[src/rtl/key_buffer_pkg.sv]
// Shared definitions for the bcrypt password key store: sizes, state encoding
// and the storage element types.
package key_buffer_pkg;

  localparam int unsigned MAX_KEY_BYTES = 72;
  localparam logic [6:0]  KEY_LEN_MAX   = 7'd72;
  localparam logic [6:0]  KEY_LAST      = 7'd71;

  typedef logic [7:0]      byte_t;
  typedef logic [7:0][7:0] key_word_t;

  typedef enum logic [2:0] {
    ST_IDLE   = 3'd0,
    ST_LOAD   = 3'd1,
    ST_TERM   = 3'd2,
    ST_EXPAND = 3'd3,
    ST_READY  = 3'd4
  } state_e;

endpackage : key_buffer_pkg

[src/rtl/key_buffer_if.sv]
// Loader/consumer interface of the key store: password byte stream in,
// eight-byte windowed read of the expanded key stream out.
interface key_buffer_if;
  import key_buffer_pkg::*;

  logic      load_start;
  logic      byte_valid;
  byte_t     byte_data;
  logic      byte_ready;
  logic      load_end;
  logic [6:0] key_addr;
  key_word_t key_data;
  logic [6:0] key_len;
  logic      key_ready;
  logic      overflow;

  modport slave (
    input  load_start, byte_valid, byte_data, load_end, key_addr,
    output byte_ready, key_data, key_len, key_ready, overflow
  );

  modport master (
    output load_start, byte_valid, byte_data, load_end, key_addr,
    input  byte_ready, key_data, key_len, key_ready, overflow
  );

endinterface : key_buffer_if

[src/rtl/key_buffer.sv]
// bcrypt password key store: collects up to 72 password bytes, appends the NUL
// terminator and precomputes the 72-byte cyclic key stream for EksBlowfish.
module key_buffer
  import key_buffer_pkg::*;
(
  input logic         clk,
  input logic         reset,
  key_buffer_if.slave kb
);

  state_e     state_q, state_d;
  logic [6:0] wr_cnt_q, wr_cnt_d;
  logic [6:0] key_len_q, key_len_d;
  logic [6:0] j_q, j_d;
  logic [6:0] s_q, s_d;
  logic       overflow_q, overflow_d;
  logic       byte_ready_q, byte_ready_d;
  logic       key_ready_q, key_ready_d;

  byte_t      pw_q  [MAX_KEY_BYTES];
  byte_t      exp_q [MAX_KEY_BYTES];

  logic       byte_acc_s;
  logic       cnt_full_s;
  logic       pw_we_s;
  byte_t      pw_wdata_s;
  logic       exp_we_s;
  key_word_t  key_data_s;

  // Window offsets never exceed 127 + 7 = 134, so one subtraction wraps them.
  function automatic logic [6:0] wrap_idx(input logic [6:0] addr, input logic [2:0] off);
    logic [7:0] sum;
    sum = {1'b0, addr} + {5'b00000, off};
    if (sum >= 8'd72) begin
      return 7'(sum - 8'd72);
    end else begin
      return 7'(sum);
    end
  endfunction

  // State register
  always_ff @(posedge clk or posedge reset) begin
    if (reset) begin
      state_q <= ST_IDLE;
    end else begin
      state_q <= state_d;
    end
  end

  // Next-state logic; load_start overrides everything, including EXPAND and READY
  always_comb begin
    state_d = state_q;
    if (kb.load_start) begin
      state_d = ST_LOAD;
    end else begin
      case (state_q)
        ST_IDLE:   state_d = ST_IDLE;
        ST_LOAD:   state_d = kb.load_end ? ST_TERM : ST_LOAD;
        ST_TERM:   state_d = ST_EXPAND;
        ST_EXPAND: state_d = (j_q == KEY_LAST) ? ST_READY : ST_EXPAND;
        ST_READY:  state_d = ST_READY;
        default:   state_d = ST_IDLE;
      endcase
    end
  end

  // Datapath next-state: write counter, terminator, key length and expansion walk
  always_comb begin
    wr_cnt_d   = wr_cnt_q;
    key_len_d  = key_len_q;
    overflow_d = overflow_q;
    j_d        = j_q;
    s_d        = s_q;
    pw_we_s    = 1'b0;
    pw_wdata_s = 8'h00;
    exp_we_s   = 1'b0;
    byte_acc_s = kb.byte_valid && byte_ready_q;
    cnt_full_s = (wr_cnt_q == KEY_LEN_MAX);
    if (kb.load_start) begin
      wr_cnt_d   = 7'd0;
      key_len_d  = 7'd0;
      overflow_d = 1'b0;
      j_d        = 7'd0;
      s_d        = 7'd0;
    end else begin
      case (state_q)
        ST_LOAD: begin
          if (byte_acc_s && !cnt_full_s) begin
            pw_we_s    = 1'b1;
            pw_wdata_s = kb.byte_data;
            wr_cnt_d   = wr_cnt_q + 7'd1;
          end else if (byte_acc_s) begin
            overflow_d = 1'b1;
          end else begin
            wr_cnt_d   = wr_cnt_q;
          end
        end
        ST_TERM: begin
          j_d = 7'd0;
          s_d = 7'd0;
          if (!cnt_full_s) begin
            pw_we_s    = 1'b1;
            pw_wdata_s = 8'h00;
            key_len_d  = wr_cnt_q + 7'd1;
          end else begin
            key_len_d  = KEY_LEN_MAX;
          end
        end
        ST_EXPAND: begin
          exp_we_s = 1'b1;
          j_d      = j_q + 7'd1;
          // Cyclic source index without a divider: compare against key_len
          if ((s_q + 7'd1) == key_len_q) begin
            s_d = 7'd0;
          end else begin
            s_d = s_q + 7'd1;
          end
        end
        default: begin
          wr_cnt_d = wr_cnt_q;
        end
      endcase
    end
  end

  // Output flag next-state; key_ready trails READY entry by one edge
  always_comb begin
    byte_ready_d = (state_d == ST_LOAD);
    key_ready_d  = !kb.load_start && (state_q == ST_READY);
  end

  // Control and output registers
  always_ff @(posedge clk or posedge reset) begin
    if (reset) begin
      wr_cnt_q     <= 7'd0;
      key_len_q    <= 7'd0;
      overflow_q   <= 1'b0;
      j_q          <= 7'd0;
      s_q          <= 7'd0;
      byte_ready_q <= 1'b0;
      key_ready_q  <= 1'b0;
    end else begin
      wr_cnt_q     <= wr_cnt_d;
      key_len_q    <= key_len_d;
      overflow_q   <= overflow_d;
      j_q          <= j_d;
      s_q          <= s_d;
      byte_ready_q <= byte_ready_d;
      key_ready_q  <= key_ready_d;
    end
  end

  // Password and expanded-stream storage, wiped on reset and on every new load
  always_ff @(posedge clk or posedge reset) begin
    if (reset) begin
      for (int k = 0; k < MAX_KEY_BYTES; k++) begin
        pw_q[k]  <= 8'h00;
        exp_q[k] <= 8'h00;
      end
    end else if (kb.load_start) begin
      for (int k = 0; k < MAX_KEY_BYTES; k++) begin
        pw_q[k]  <= 8'h00;
        exp_q[k] <= 8'h00;
      end
    end else begin
      if (pw_we_s) begin
        pw_q[wr_cnt_q] <= pw_wdata_s;
      end
      if (exp_we_s) begin
        exp_q[j_q] <= pw_q[s_q];
      end
    end
  end

  // Zero-latency eight-byte read window
  always_comb begin
    for (int i = 0; i < 8; i++) begin
      key_data_s[i] = exp_q[wrap_idx(kb.key_addr, 3'(i))];
    end
  end

  assign kb.key_data   = key_data_s;
  assign kb.byte_ready = byte_ready_q;
  assign kb.key_len    = key_len_q;
  assign kb.key_ready  = key_ready_q;
  assign kb.overflow   = overflow_q;

endmodule : key_buffer
[src/flat_wrapper.sv]
// flat-port wrapper written by rule: the top's interface ports become plain ports
module key_buffer_flat import key_buffer_pkg::*;
  (clk, reset, kb_load_start, kb_byte_valid, kb_byte_data, kb_load_end, kb_key_addr, kb_byte_ready, kb_key_data, kb_key_len, kb_key_ready, kb_overflow);
  key_buffer_if kb_i ();
  input logic clk;
  input logic reset;
  input wire logic [$bits(kb_i.load_start)-1:0] kb_load_start;
  input wire logic [$bits(kb_i.byte_valid)-1:0] kb_byte_valid;
  input wire logic [$bits(kb_i.byte_data)-1:0] kb_byte_data;
  input wire logic [$bits(kb_i.load_end)-1:0] kb_load_end;
  input wire logic [$bits(kb_i.key_addr)-1:0] kb_key_addr;
  output wire logic [$bits(kb_i.byte_ready)-1:0] kb_byte_ready;
  output wire logic [$bits(kb_i.key_data)-1:0] kb_key_data;
  output wire logic [$bits(kb_i.key_len)-1:0] kb_key_len;
  output wire logic [$bits(kb_i.key_ready)-1:0] kb_key_ready;
  output wire logic [$bits(kb_i.overflow)-1:0] kb_overflow;
  assign kb_i.load_start = kb_load_start;
  assign kb_i.byte_valid = kb_byte_valid;
  assign kb_i.byte_data = kb_byte_data;
  assign kb_i.load_end = kb_load_end;
  assign kb_i.key_addr = kb_key_addr;
  assign kb_byte_ready = kb_i.byte_ready;
  assign kb_key_data = kb_i.key_data;
  assign kb_key_len = kb_i.key_len;
  assign kb_key_ready = kb_i.key_ready;
  assign kb_overflow = kb_i.overflow;
  key_buffer u_core (.clk(clk), .reset(reset), .kb(kb_i));
endmodule
[config.mk]
export PLATFORM = sky130hd
export DESIGN_NAME = key_buffer_flat
export DESIGN_NICKNAME = d
export VERILOG_FILES = /design/src/rtl/key_buffer_pkg.sv /design/src/rtl/key_buffer_if.sv /design/src/rtl/key_buffer.sv /design/src/flat_wrapper.sv
export SDC_FILE = /design/constraint.sdc
export NUM_CORES = 2
export LEC_CHECK = 0
export CAP_MARGIN = 25
export CORE_ASPECT_RATIO = 0.7
export CORE_MARGIN = 5
export CORE_UTILIZATION = 41
export CTS_BUF_LIST = sky130_fd_sc_hd__clkbuf_8
export DETAILED_ROUTE_END_ITERATION = 7
export PLACE_DENSITY_LB_ADDON = 0.3
export SYNTH_ARGS = -nofsm -noshare
export SYNTH_HDL_FRONTEND = slang
export SYNTH_SLANG_ARGS = --single-unit
[constraint.sdc]
create_clock -name clk -period 50.4 [get_ports clk]
set_input_delay 12.6 -clock clk [delete_from_list [all_inputs] [get_ports clk]]
set_output_delay 12.6 -clock clk [all_outputs]
set_load 0.05 [all_outputs]
## Word-level counts from Yosys, hierarchy flattened

Index checks and enable logic that the tools add are counted.
W data, S select, Z words.

| word-level totals | value |
|---|---|
| input bits | 20 |
| logic and storage cells | 300 |
| output and inout bits | 74 |
| register bits | 1186 |

| operators by class | value |
|---|---|
| eq/ne operators | 9 |
| muxes and demuxes | 73 |
| $add $sub $neg | 18 |
| reduce and logical (&&, ||, !) cells | 16 |
| bitwise gates (word level) | 11 |
| order comparisons | 21 |

Operators with widths:

| cell | number |
|---|---|
| $mux W576 | 4 |
| $bwmux W576 | 2 |
| $bmux W8 S7 | 9 |
| $mux W8 | 23 |
| $mux W7 | 17 |
| $demux W8 S7 | 2 |
| $ge A8 B8 Y1 const B | 11 |
| $not A7 Y8 | 11 |
| $ge A8 B7 Y1 const B | 7 |
| $sub A7 B7 Y7 const B | 8 |
| $add A7 B3 Y8 const B | 4 |
| $pmux W7 S2 | 2 |
| $add A7 B1 Y7 const B | 3 |
| $add A7 B2 Y8 const B | 2 |
| $lt A8 B1 Y1 const B | 2 |
| $eq A7 B7 Y1 const B | 2 |
| $pmux W3 S4 | 1 |
| $reduce_bool A2 Y1 | 6 |
| $mux W1 | 9 |
| $add A7 B1 Y8 const B | 1 |
| $eq A7 B7 Y1 | 1 |
| $ge A7 B7 Y1 const B | 1 |
| $eq A3 B1 Y1 const B | 2 |
| $eq A3 B2 Y1 const B | 2 |
| 10 further kinds | 16 |

## Depth between registers and ports, before layout

| logic depth | value |
|---|---|
| word-level depth | 9 |
| mapped depth | 20 |
| gate-level depth less buffers | 14 |

## Worst setup path after synthesis

Ideal clock, no wire load.

| timing path | value |
|---|---|
| kind | in2out |
| from | input port kb_key_addr[2] |
| to | output port kb_key_data[56] |
| path slack | 20.193 ns |
| cell stages on the path | 19 |
| arrival | 17.607 ns |
| path buffers | 7 |
| required time | 37.800 ns |
| cell sequence | buf_2 -> buf_4 -> inv_2 -> buf_1 -> clkbuf_1 -> ha_1 -> buf_2 -> a21boi_2 -> xnor2_1 -> inv_2 -> clkbuf_1 -> ha_1 -> a21oi_1 -> a31oi_1 -> clkbuf_1 -> nor3_1 -> a31oi_1 -> o31ai_1 -> o32ai_1 |

| on the way | value |
|---|---|
| cells in the longest elaborated chain, start to end | 7 |
| elaborated cells on any way between the ends | 8 |
| classes of those cells | add/sub (2); order compare (1); mux (4); bitwise (1) |

RTL lines:

| element | line | text |
|---|---|---|
| start: declaration | flat_wrapper.sv:11 | `input wire logic [$bits(kb_i.key_addr)-1:0] kb_key_addr;` |
| $add A7 B3 Y8 * | key_buffer.sv:33 | `sum = {1'b0, addr} + {5'b00000, off};` |
| $sub A7 B7 Y7 / $ge A8 B7 Y1 (equally long branches) | key_buffer.sv:35, key_buffer.sv:34 |  |
| $mux W7 * | key_buffer.sv:34 | `if (sum >= 8'd72) begin` |
| $not A7 Y8 (implied by the code) * | key_buffer.sv:178 | `key_data_s[i] = exp_q[wrap_idx(kb.key_addr, 3'(i))];` |
| $bmux W8 S7 * | key_buffer.sv:178 |  |
| $mux W8 (implied by the code) * (2 in a row) | key_buffer.sv:178 |  |
| end: declaration | flat_wrapper.sv:13 | `output wire logic [$bits(kb_i.key_data)-1:0] kb_key_data;` |

Every way passes the cells marked *; elsewhere a longest branch is shown, timed or not. The select of a mux whose other input is x is not followed.

## Worst setup path in the final report

| timing path | value |
|---|---|
| from | input port kb_key_addr[0] |
| to | output port kb_key_data[9] |

| on the way | value |
|---|---|
| cells in the longest elaborated chain, start to end | 7 |
| elaborated cells on any way between the ends | 8 |
| classes of those cells | add/sub (2); order compare (1); mux (4); bitwise (1) |

RTL lines:

| element | line |
|---|---|
| $add A7 B1 Y8 * | key_buffer.sv:33 |
| $sub A7 B7 Y7 / $ge A8 B7 Y1 (equally long branches) | key_buffer.sv:35, key_buffer.sv:34 |
| $mux W7 * | key_buffer.sv:34 |
| $not A7 Y8 (implied by the code) * | key_buffer.sv:178 |
| $bmux W8 S7 * | key_buffer.sv:178 |
| $mux W8 (implied by the code) * (2 in a row) | key_buffer.sv:178 |

Marks and branches as above.

==> impl_metrics.toml <==
[cells_and_area]
nFillCells = 16760
final_cell_mix = "1,265 x nand2_1, 1,183 x dfrtp_1, 815 x mux4_2, 768 x o21ai_0, 467 x a22o_1"
final_area_um2 = 82230
drive_gt1_share_pct = 20.84
seq_area_um2 = 29690
fin_nets = 6731
multi_input_area_um2 = 42530
stdcell_count = 9225
final_common_cell = "nand2_1"
syn_to_final_growth_pct = 9.854

[floorplanning]
ios = 94
rows = 131
dieWidth_um = 520.7
start_util_pct = 41.14
die_y_um = 367.5
coreArea_um2 = 181900
dieArea_um2 = 191300

[power]
power.leakage_nw = 32.92
vdd_drop_max_mv = 0.02524
power_mw = 2.261
power.density_nw_per_um2 = 27.50

[synth]
ys_seq_area_share_pct = 39.65
async_flop_share_pct = 100.0
synth_cell_types = 85
synth-edff-count = 0
postSynthAreaPerCell_um2 = 11.14
netlist_area_um2 = 74850
synthFlopType = "dfrtp_1"
ys_warn_count = 0
synth_seq_cells = 1186
syn_inst = 6719
syn_nets = 6764

[placed_design]
io_buffers = 93
hpwl_um = 266600
place_congestion = 1.110
placed_area_um2 = 78100
dp_cells = 8863

[clocking]
clkSlewWorstSetupHoldPaths_ns = 0.06
cts_tree = "built"
cts_max_path_buffers = 4
root_buffer = "clkbuf_8"
postCtsSetupBuffers = 0
clkSinkCount = 1186
cts_resized = 0
cts_hold_buf = 0
numCtsBuffers = 195
htreeDepth = 4
clock_latency_ns = 1.02

[timing]
finalSetupViolations = 0
period_share_pct = 63.05
tightest_slew_ns = 1.465
rsz0062_at_grt = "no"
finalSetupTns_ns = 0
drv_slew = 0
finalHoldViolations = 0
max_freq_mhz = 31.47
layout_min_cycle_time_ns = 31.78
max-slew-margin-rel_pct = 2.317
skew_ns = 0.1381
hold_ws_ns = 0.4721

[flow_run]
drv_cap = 0

[global_routing]
gr-total-overflow = 0
antenna_found_initial = 29
grt_max_degree = 149
grtUsageTotal_pct = 36.72
grt_pass1_wl_um = 496600
grt_pass1_vias = 60070

[run_status]
status = "complete, but fails checks"
violations = "DRC"

[detailed_routing]
first_pass_iters = 8
drc_errors = 3
ant_nets = 0
vias_per_cell = 7.199
vias = 66410
drt_iter0_markers = 11480
wirelength_um = 360800
post_drt_wl_per_cell_um = 39.11

[worst_setup_path]
cp.required_ns = 37.80
worst-path-max-fanout = 118
arrival_ns = 19.18
end_kind = "output port"
critPathKind = "in2out"
startpoint_type = "primary input"
r2r-start = "u_core.s_q[1]$_DFFE_PP0P_"
crit_path_start = "kb_key_addr[0]"

[hold_path]
worstHoldPathType = "reg2reg"
hp-start = "u_core.pw_q[368]$_DFFE_PP0P_"
-- final timing paths --
path	endpoint	slack (ns)	cells after the start
worst max-delay path	kb_key_data[9]	18.62	10
worst min-delay path	u_core.pw_q[368]$_DFFE_PP0P_	0.47	2
worst max register to register	u_core.exp_q[202]$_DFFE_PP0P_	44.71	9
worst min register to register	u_core.pw_q[368]$_DFFE_PP0P_	0.47	2
max in group asynchronous	u_core.pw_q[433]$_DFFE_PP0P_	34.59	8
min in group asynchronous	u_core.pw_q[244]$_DFFE_PP0P_	12.26	2
-- per-layer routing --
metal	vias up	wire (um)	share of wire, %	track usage (%)
met5	-	1851	0.51	5.581
met4	36	13090	3.6	10.47
met3	747	69010	19	24.32
met2	5433	127200	35	42.24
met1	34380	149700	41	53.67
li1	25820	-	-	-
-- cells by family (layout without fill, tap and decap cells) --
group / after synthesis / in the layout / share of synthesized area, %
muxes: 1050 / 1050 / 27.90
buffers and inverters: 621 / 717 / 4.077
DFF: 1186 / 1186 / 39.65
other: 0 / 16 / 0
xor gates and xnor gates: 53 / 53 / 0.6302
AOI/OAI and AO/OA: 1949 / 1949 / 17.06
adders and majority gates: 25 / 25 / 0.4179
and+or+nand+nor: 1835 / 1835 / 10.27
-- area by class of cell --
type / instances / share of cell area, %
multi-input combinational: 4912 / 51.72
tap: 2394 / 3.643
clock buffer: 236 / 3.950
timing repair buffer: 288 / 3.425
antenna: 16 / 0.04869
clock inverter: 90 / 0.6269
inverter: 103 / 0.4793
sequential: 1186 / 36.10
-- cell usage after synthesis, types with 59 or more instances --
| cell | instances | area (um2) |
|---|---|---|
| nor3_1 | 59 | 295.3 |
| a22o_1 | 468 | 4099 |
| o21ai_1 | 90 | 450.4 |
| mux4_2 | 815 | 18360 |
| a211oi_1 | 79 | 593.1 |
| inv_1 | 96 | 360.4 |
| nand3_1 | 114 | 570.6 |
| nor2_1 | 201 | 754.5 |
| a31oi_1 | 70 | 437.9 |
| a21oi_1 | 156 | 780.8 |
| o21ai_0 | 769 | 3849 |
| clkbuf_1 | 248 | 930.9 |
| buf_2 | 140 | 700.7 |
| nand2_1 | 1273 | 4778 |
| mux2i_1 | 201 | 2012 |
| dfrtp_1 | 1186 | 29680 |
-- where the power goes --
group	internal, mW	switching [mW]	leakage (nW)
registers	0.954	0.00484	16.6
logic	0.114	0.326	14.2
clock network	0.441	0.421	2.16
total	1.51	0.752	32.9
-- worst max-delay path: stages --
cell and delay (ns):
buf_8 0.48, buf_12 0.59, buf_4 0.77, buf_4 0.86, mux4_2 0.72, mux4_2 0.51
nor2b_1 0.15, a211oi_1 0.98, o32ai_1 0.32, clkdlybuf4s50_1 0.78
-- metrics by stage --
| step | util [%] | worst slack [ns] |
|---|---|---|
| floorplan | - | 4.390 |
| global placement | 42.74 | 18.96 |
| detailed placement | 42.93 | 18.93 |
| CTS | 45.00 | 18.93 |
| global route | 45.18 | 18.37 |
| finish | 45.20 | 18.62 |
-- state kept, by name (all words and copies together), names as in the netlist --
signal                flops
u_core.kb.byte_ready      1
u_core.state_q            3
u_core.j_q                7
u_core.exp_q            576
u_core.s_q                7
u_core.kb.overflow        1
u_core.pw_q             576
u_core.wr_cnt_q           7
u_core.kb.key_len         7
u_core.kb.key_ready       1
(Power assumes the default switching activity.)
